`config.mk`:
```
export PLATFORM = sky130hd
export DESIGN_NAME = resource_arbiter
export DESIGN_NICKNAME = d
export VERILOG_FILES = /design/src/rtl/resource_arb_pkg.sv /design/src/rtl/resource_arbiter_tag_pipe.sv /design/src/rtl/resource_arbiter.sv
export SDC_FILE = /design/constraint.sdc
export NUM_CORES = 1
export LEC_CHECK = 0
export ABC_AREA = 1
export CAP_MARGIN = 20
export CORE_ASPECT_RATIO = 0.6
export CORE_MARGIN = 5
export CORE_UTILIZATION = 34
export DETAILED_ROUTE_END_ITERATION = 10
export PLACE_DENSITY = 0.9
export RECOVER_POWER = 50
export SLEW_MARGIN = 20
export SYNTH_ARGS = -nofsm -noshare
export SYNTH_HDL_FRONTEND = slang
export SYNTH_SLANG_ARGS = --single-unit
export TNS_END_PERCENT = 100
```
`constraint.sdc`:
```
create_clock -name clk -period 1.55 [get_ports clk]
set_input_delay 0.31 -clock clk [delete_from_list [all_inputs] [get_ports clk]]
set_output_delay 0.31 -clock clk [all_outputs]
set_load 0.01 [all_outputs]
```
`src/rtl/resource_arb_pkg.sv`:
```
`default_nettype none
// +--------------------------------------------------------------------------+
// | resource_arb_pkg: shared types and round-robin pick for resource_arbiter |
// | Revision: 1.0                                                            |
// +--------------------------------------------------------------------------+
package resource_arb_pkg;

  localparam int c_MAX_REQ = 8;
  localparam int c_OWNER_W = $clog2(c_MAX_REQ);

  typedef enum logic [0:0] {
    IDLE  = 1'b0,
    GRANT = 1'b1
  } state_t;

  typedef struct packed {
    logic                 valid;
    logic [c_OWNER_W-1:0] owner;
  } tag_t;

  typedef struct packed {
    logic                 found;
    logic [c_OWNER_W-1:0] idx;
  } pick_t;

  // First set bit of req at or after ptr, wrapping within num requesters.
  function automatic pick_t rr_pick(input logic [c_MAX_REQ-1:0] req,
                                    input logic [c_OWNER_W-1:0] ptr,
                                    input int                   num);
    pick_t r;
    int    idx;
    r = '0;
    for (int k = c_MAX_REQ - 1; k >= 0; k--) begin
      idx = (int'(ptr) + k) % num;
      if (k < num && req[idx]) begin
        r.found = 1'b1;
        r.idx   = c_OWNER_W'(idx);
      end
    end
    return r;
  endfunction

endpackage
`default_nettype wire

```
`src/rtl/resource_arbiter_tag_pipe.sv`:
```
`default_nettype none
// +--------------------------------------------------------------------------+
// | result_tag_pipe: owner tag shift register aligned to resource latency,   |
// | with per-requester flush kill on every stage including the head.         |
// | Revision: 1.0                                                            |
// +--------------------------------------------------------------------------+
module result_tag_pipe
  import resource_arb_pkg::*;
#(
  parameter int NUM_REQ = 4,
  parameter int DEPTH   = 2
) (
  input  logic                 clk,
  input  logic                 reset,
  input  logic                 push_valid,
  input  logic [c_OWNER_W-1:0] push_owner,
  input  logic [NUM_REQ-1:0]   flush,
  output tag_t                 head
);

  tag_t                 r_stage [DEPTH];
  logic [DEPTH-1:0]     w_kill;
  logic [c_MAX_REQ-1:0] w_flush;

  assign w_flush = c_MAX_REQ'(flush);

  always_comb begin
    w_kill = '0;
    for (int k = 0; k < DEPTH; k++) begin
      w_kill[k] = w_flush[r_stage[k].owner];
    end
  end

  always_ff @(posedge clk or negedge reset) begin
    if (!reset) begin
      for (int k = 0; k < DEPTH; k++) begin
        r_stage[k] <= '0;
      end
    end else begin
      r_stage[0] <= '{valid: push_valid, owner: push_owner};
      for (int k = 1; k < DEPTH; k++) begin
        r_stage[k].valid <= r_stage[k-1].valid & ~w_kill[k-1];
        r_stage[k].owner <= r_stage[k-1].owner;
      end
    end
  end

  // A flush arriving on the read cycle still suppresses the response.
  always_comb begin
    head       = r_stage[DEPTH-1];
    head.valid = r_stage[DEPTH-1].valid & ~w_kill[DEPTH-1];
  end

endmodule
`default_nettype wire

```
`src/rtl/resource_arbiter.sv`:
```
`default_nettype none
// +--------------------------------------------------------------------------+
// | resource_arbiter: round-robin sharing of one fixed-latency resource with |
// | a hold limit, owner tagging and one-hot result routing.                  |
// | Revision: 1.0                                                            |
// +--------------------------------------------------------------------------+
module resource_arbiter
  import resource_arb_pkg::*;
#(
  parameter int NUM_REQ     = 4,
  parameter int DATA_W      = 32,
  parameter int RES_LATENCY = 2,
  parameter int MAX_HOLD    = 4
) (
  input  logic                      clk,
  input  logic                      reset,
  input  logic [NUM_REQ-1:0]        req,
  input  logic [NUM_REQ*DATA_W-1:0] req_data,
  input  logic [NUM_REQ-1:0]        flush,
  output logic [NUM_REQ-1:0]        grant,
  output logic [DATA_W-1:0]         res_in,
  output logic                      res_in_valid,
  input  logic [DATA_W-1:0]         res_out,
  output logic [DATA_W-1:0]         resp_data,
  output logic [NUM_REQ-1:0]        resp_valid
);

  localparam int                   c_HOLD_W   = $clog2(MAX_HOLD + 1);
  localparam logic [c_HOLD_W-1:0]  c_HOLD_MAX = c_HOLD_W'(MAX_HOLD);
  localparam logic [c_OWNER_W-1:0] c_LAST     = c_OWNER_W'(NUM_REQ - 1);

  state_t               r_state,  w_state_nxt;
  logic [NUM_REQ-1:0]   r_grant,  w_grant_nxt;
  logic [c_OWNER_W-1:0] r_owner,  w_owner_nxt;
  logic [c_OWNER_W-1:0] r_ptr,    w_ptr_nxt;
  logic [c_HOLD_W-1:0]  r_hold,   w_hold_nxt;
  logic [c_HOLD_W-1:0]  w_hold_inc;
  logic [c_OWNER_W-1:0] w_owner_plus;
  logic                 w_issue;
  logic                 w_release;
  pick_t                w_pick;
  tag_t                 w_head;

  assign w_issue      = (r_state == GRANT) && |(r_grant & req & ~flush);
  assign w_hold_inc   = (w_issue && r_hold != c_HOLD_MAX) ? r_hold + c_HOLD_W'(1) : r_hold;
  assign w_owner_plus = (r_owner == c_LAST) ? '0 : r_owner + c_OWNER_W'(1);

  // Hold limit counts the current beat, so the owner gets exactly MAX_HOLD beats.
  assign w_release = !(|(req & r_grant)) || (|(flush & r_grant)) ||
                     ((w_hold_inc == c_HOLD_MAX) && |(req & ~r_grant));

  always_ff @(posedge clk or negedge reset) begin
    if (!reset) begin
      r_state <= IDLE;
      r_grant <= '0;
      r_owner <= '0;
      r_ptr   <= '0;
      r_hold  <= '0;
    end else begin
      r_state <= w_state_nxt;
      r_grant <= w_grant_nxt;
      r_owner <= w_owner_nxt;
      r_ptr   <= w_ptr_nxt;
      r_hold  <= w_hold_nxt;
    end
  end

  always_comb begin
    w_state_nxt = r_state;
    w_grant_nxt = r_grant;
    w_owner_nxt = r_owner;
    w_ptr_nxt   = r_ptr;
    w_hold_nxt  = r_hold;
    w_pick      = rr_pick(c_MAX_REQ'(req), r_ptr, NUM_REQ);
    case (r_state)
      IDLE: begin
        if (w_pick.found) begin
          w_state_nxt = GRANT;
          w_owner_nxt = w_pick.idx;
          w_grant_nxt = NUM_REQ'(1) << w_pick.idx;
          w_hold_nxt  = '0;
        end
      end
      GRANT: begin
        w_hold_nxt = w_hold_inc;
        if (w_release) begin
          // Hand over in the same cycle so there is no bubble between owners.
          w_ptr_nxt  = w_owner_plus;
          w_hold_nxt = '0;
          w_pick     = rr_pick(c_MAX_REQ'(req & ~r_grant), w_owner_plus, NUM_REQ);
          if (w_pick.found) begin
            w_owner_nxt = w_pick.idx;
            w_grant_nxt = NUM_REQ'(1) << w_pick.idx;
          end else begin
            w_state_nxt = IDLE;
            w_grant_nxt = '0;
          end
        end
      end
      default: begin
        w_state_nxt = IDLE;
        w_grant_nxt = '0;
      end
    endcase
  end

  always_comb begin
    res_in = '0;
    if (w_issue) begin
      for (int i = 0; i < NUM_REQ; i++) begin
        if (r_grant[i]) res_in = req_data[i*DATA_W +: DATA_W];
      end
    end
  end

  assign res_in_valid = w_issue;
  assign grant        = r_grant;

  result_tag_pipe #(
    .NUM_REQ (NUM_REQ),
    .DEPTH   (RES_LATENCY)
  ) u_tag_pipe (
    .clk        (clk),
    .reset      (reset),
    .push_valid (w_issue),
    .push_owner (r_owner),
    .flush      (flush),
    .head       (w_head)
  );

  always_ff @(posedge clk or negedge reset) begin
    if (!reset) begin
      resp_valid <= '0;
      resp_data  <= '0;
    end else begin
      resp_valid <= '0;
      if (w_head.valid) begin
        resp_valid <= NUM_REQ'(1) << w_head.owner;
        resp_data  <= res_out;
      end
    end
  end

endmodule
`default_nettype wire

```
==> run_results.csv, run 1 <==
group,metric,value,unit
clock_network,insertion_delay,0.29,ns
synthesis,ys_types,37,
timing,rsz0062_at_grt,"true",
timing,max_freq,481,MHz
drt,drc,0,
critical_path,crit_type,"reg -> out",
synthesis,synth_nets,773,
drt,route.met3.wl,1.37,mm
die,die_area,13800,um2
hold_path,min_path_type,"reg -> reg",
synthesis,synth_warnings,0,
synthesis,avgSynthCellArea,6.50,um2
global_routing,grt_max_degree,55,
drt,post_drt_wl_per_cell,17.5,um
global_routing,first_global_vias,5249,
timing,fin_worst_skew,0.00693,ns
critical_path,endpoint_kind,"output port",
timing,maxSlewHeadroom,47.7,%
synthesis,seq_area_frac_synth,34.6,%
placement,gp_congestion,0.955,
synthesis,synth_fa_ha_area_share,0.962,%
die,start_util,34.6,%
power_and_ir_drop,powerDensity,1780,nW/um2
clock_network,cts.sink_count,54,
clock_network,cts_tree,"built",
clock_network,numCtsBuffers,5,
layout,layout.nets,1068,
run_status,violations,"negative setup slack",
drt,viasPerCell,5.14,
drt,met1_length,7.61,mm
layout,area_delta_synth_final,101,%
placement,dp_hpwl,12.9,mm
global_routing,grt-ovfl-total,0,
timing,finalSetupViolations,47,
drt,num_vias,5342,
layout,final_common_cell,"clkdlybuf4s50_1",
clock_network,htreeDepth,2,
timing,fin_crit_sh,134,%
job,maxCapViolCount,0,
die,pin_count,243,
timing,fin_crit,2.08,ns
critical_path,cp_max_fo,7,
synthesis,synth_seq_cells,54,
timing,tightest_slew,0.784,ns
global_routing,groute.usage.overall,24.8,%
placement,io_buffers,242,
run_status,status,"complete, but fails checks",
drt,drt_iter0_markers,407,
layout,drive_gt1_share,28.2,%
clock_network,clkTransAtPathRegs,0.07,ns
critical_path,worstPathArrival,1.77,ns
drt,topRoutingLayerUsed,"met4",
timing,setup_slack,-0.529,ns
drt,wl,18.2,mm
placement,pre_cts_ws,-1.02,ns
synthesis,yosys.area_share.simple,31.9,%
global_routing,grt_pass1_wl,27.3,mm
die,die_y,93.0,um
layout,final_cell_mix,"187 x clkdlybuf4s50_1, 167 x nand2_1, 54 x o21ai_1",
drt,drt_pass1_iterations,5,
critical_path,required,1.24,ns
power_and_ir_drop,leakagePower,3.59,nW
timing,final_max_slew_viol_count,0,
placement,place_area,7120,um2
synthesis,synth_edf_count,0,
synthesis,synthCells,600,
synthesis,synth_compound_area_share,24.2,%
critical_path,crit_path_start_kind,"register",
synthesis,synthArstFlopShare,100,%
layout,diodes,0,
drt,wl_met2,9.02,mm
synthesis,syn_area,3900,um2
drt,detail-route-antenna-nets,0,
synthesis,synth_flop_cell,"dfrtp_1",
die,fp.coreArea,11300,um2
global_routing,grt_antenna_before_repair,0,
synthesis,synth_top_family_by_area,"simple AND/OR/NAND/NOR gates",
die,placement_rows,30,
clock_network,cts_buffer_depth,2,
layout,final_area,7850,um2
clock_network,clockRootBuffer,"clkbuf_16",
timing,setup_tns,-21.67,ns
timing,hold_viol,0,
die,fp.dieW,148,um
synthesis,synthXorXnorAreaFrac,0.642,%
power_and_ir_drop,peakVddDrop,1.01,mV
synthesis,synth_mux_area_share,0,%
kinds of logic after synthesis:
group | Yosys count
xor+xnor | 2
simple gates | 286
flops | 54
fa+ha+maj | 3
compound gates | 183
buf+inv | 72
per-layer routing:
layer	vias up	track usage (%)
met2	243	43.3
met5	-	0
met4	0	3.77
li1	2581	-
met1	2490	32.1
met3	28	5.67
final cells by class:
type | count | area [um2]
multi-input cells | 475 | 2770
fillers | 869 | 3410
well taps | 144 | 180
flip-flops and latches | 54 | 1360
inverters | 36 | 163
clock buffers | 6 | 139
clock inverters | 2 | 38.8
repair buffers | 323 | 3210
flip-flops by register name (all words and copies together), names as in the netlist:
signal              count
r_ptr                   2
resp_valid              4
grant                   4
resp_data              32
u_tag_pipe.r_stage      4
r_state                 1
r_hold                  3
r_owner                 2
u_tag_pipe.head         2
repair_timing:
action	CTS	global route
setup endpoints to repair	85	55
setup buffers	10	4
hold endpoints to repair	10	0
gates resized for setup	232	93
gates cloned	8	1
hold buffers	1	0
pin swaps	10	11
synth_stat cells, types with 3 or more instances:
cell        n  area share [%]
nand2_1   182              18
o21ai_0   101              13
a21oi_1    68             8.7
dfrtp_1    54              35
nor2_1     47             4.5
nand3_1    27             3.5
inv_1      26             2.5
clkbuf_1   22             2.1
nand2_2     9             1.4
buf_2       8             1.0
inv_2       8            0.77
nand4_1     4            0.64
nor2_2      4            0.64
o21ai_1     4            0.51
buf_1       3            0.29
ha_1        3            0.96
nor3_1      3            0.38
metrics by stage:
step           utilization, %  power (mW)  hold slack [ns]  std cells
2_1_floorplan               -        7.18           0.0144        600
6_report                 69.7        13.9            0.421       1040
3_3_place_gp             63.2        10.6            0.219       1014
4_1_cts                  68.0        13.3            0.419       1039
3_5_place_dp             63.2        10.9            0.230       1014
5_1_grt                  69.7        14.9            0.428       1040
path summary, 6_finish.rpt:
| kind | start | to | slack, ns | cells after the start |
|---|---|---|---|---|
| setup reg to reg | grant[1]$_DFFE_PN0P_ | grant[0]$_DFFE_PN0P_ | -0.48 | 14 |
| min in group asynchronous | reset | grant[3]$_DFFE_PN0P_ | 0.61 | 2 |
| hold / removal | u_tag_pipe.r_stage[5]$_DFF_PN0_ | u_tag_pipe.head[1]$_DFF_PN0_ | 0.42 | 0 |
| hold reg to reg | u_tag_pipe.r_stage[5]$_DFF_PN0_ | u_tag_pipe.head[1]$_DFF_PN0_ | 0.42 | 0 |
| setup / recovery | grant[1]$_DFFE_PN0P_ | res_in[13] | -0.53 | 11 |
| max in group asynchronous | reset | u_tag_pipe.head[0]$_DFF_PN0_ | 0.13 | 3 |
worst max-delay path, cell delays in order (launching register included):
cell,delay (ns)
dfrtp_1,0.41
buf_6,0.13
nand2_4,0.07
nor2_4,0.05
nor2_4,0.14
nand2_4,0.07
nand2_4,0.09
clkinv_8,0.09
buf_12,0.16
o21ai_2,0.06
a21oi_2,0.05
buf_2,0.15
report_power, final:
group          switching [mW]  total, mW  internal, mW  leakage (nW)
Clock                   0.530       1.34         0.814        0.0875
Sequential              0.398       2.38          1.98         0.687
Combinational            5.53       10.2          4.69          2.82
(Power assumes the default switching activity.)
==> inputs of run 2 (changes only) <==
--- a/config.mk
+++ b/config.mk
@@ -10,6 +10,7 @@
 export CORE_ASPECT_RATIO = 0.6
 export CORE_MARGIN = 5
 export CORE_UTILIZATION = 34
+export CTS_CLUSTER_DIAMETER = 50
 export DETAILED_ROUTE_END_ITERATION = 10
 export PLACE_DENSITY = 0.9
 export RECOVER_POWER = 50
==> results of run 2 <==
Final layout, timing and power as in run 1 (identical DEF).
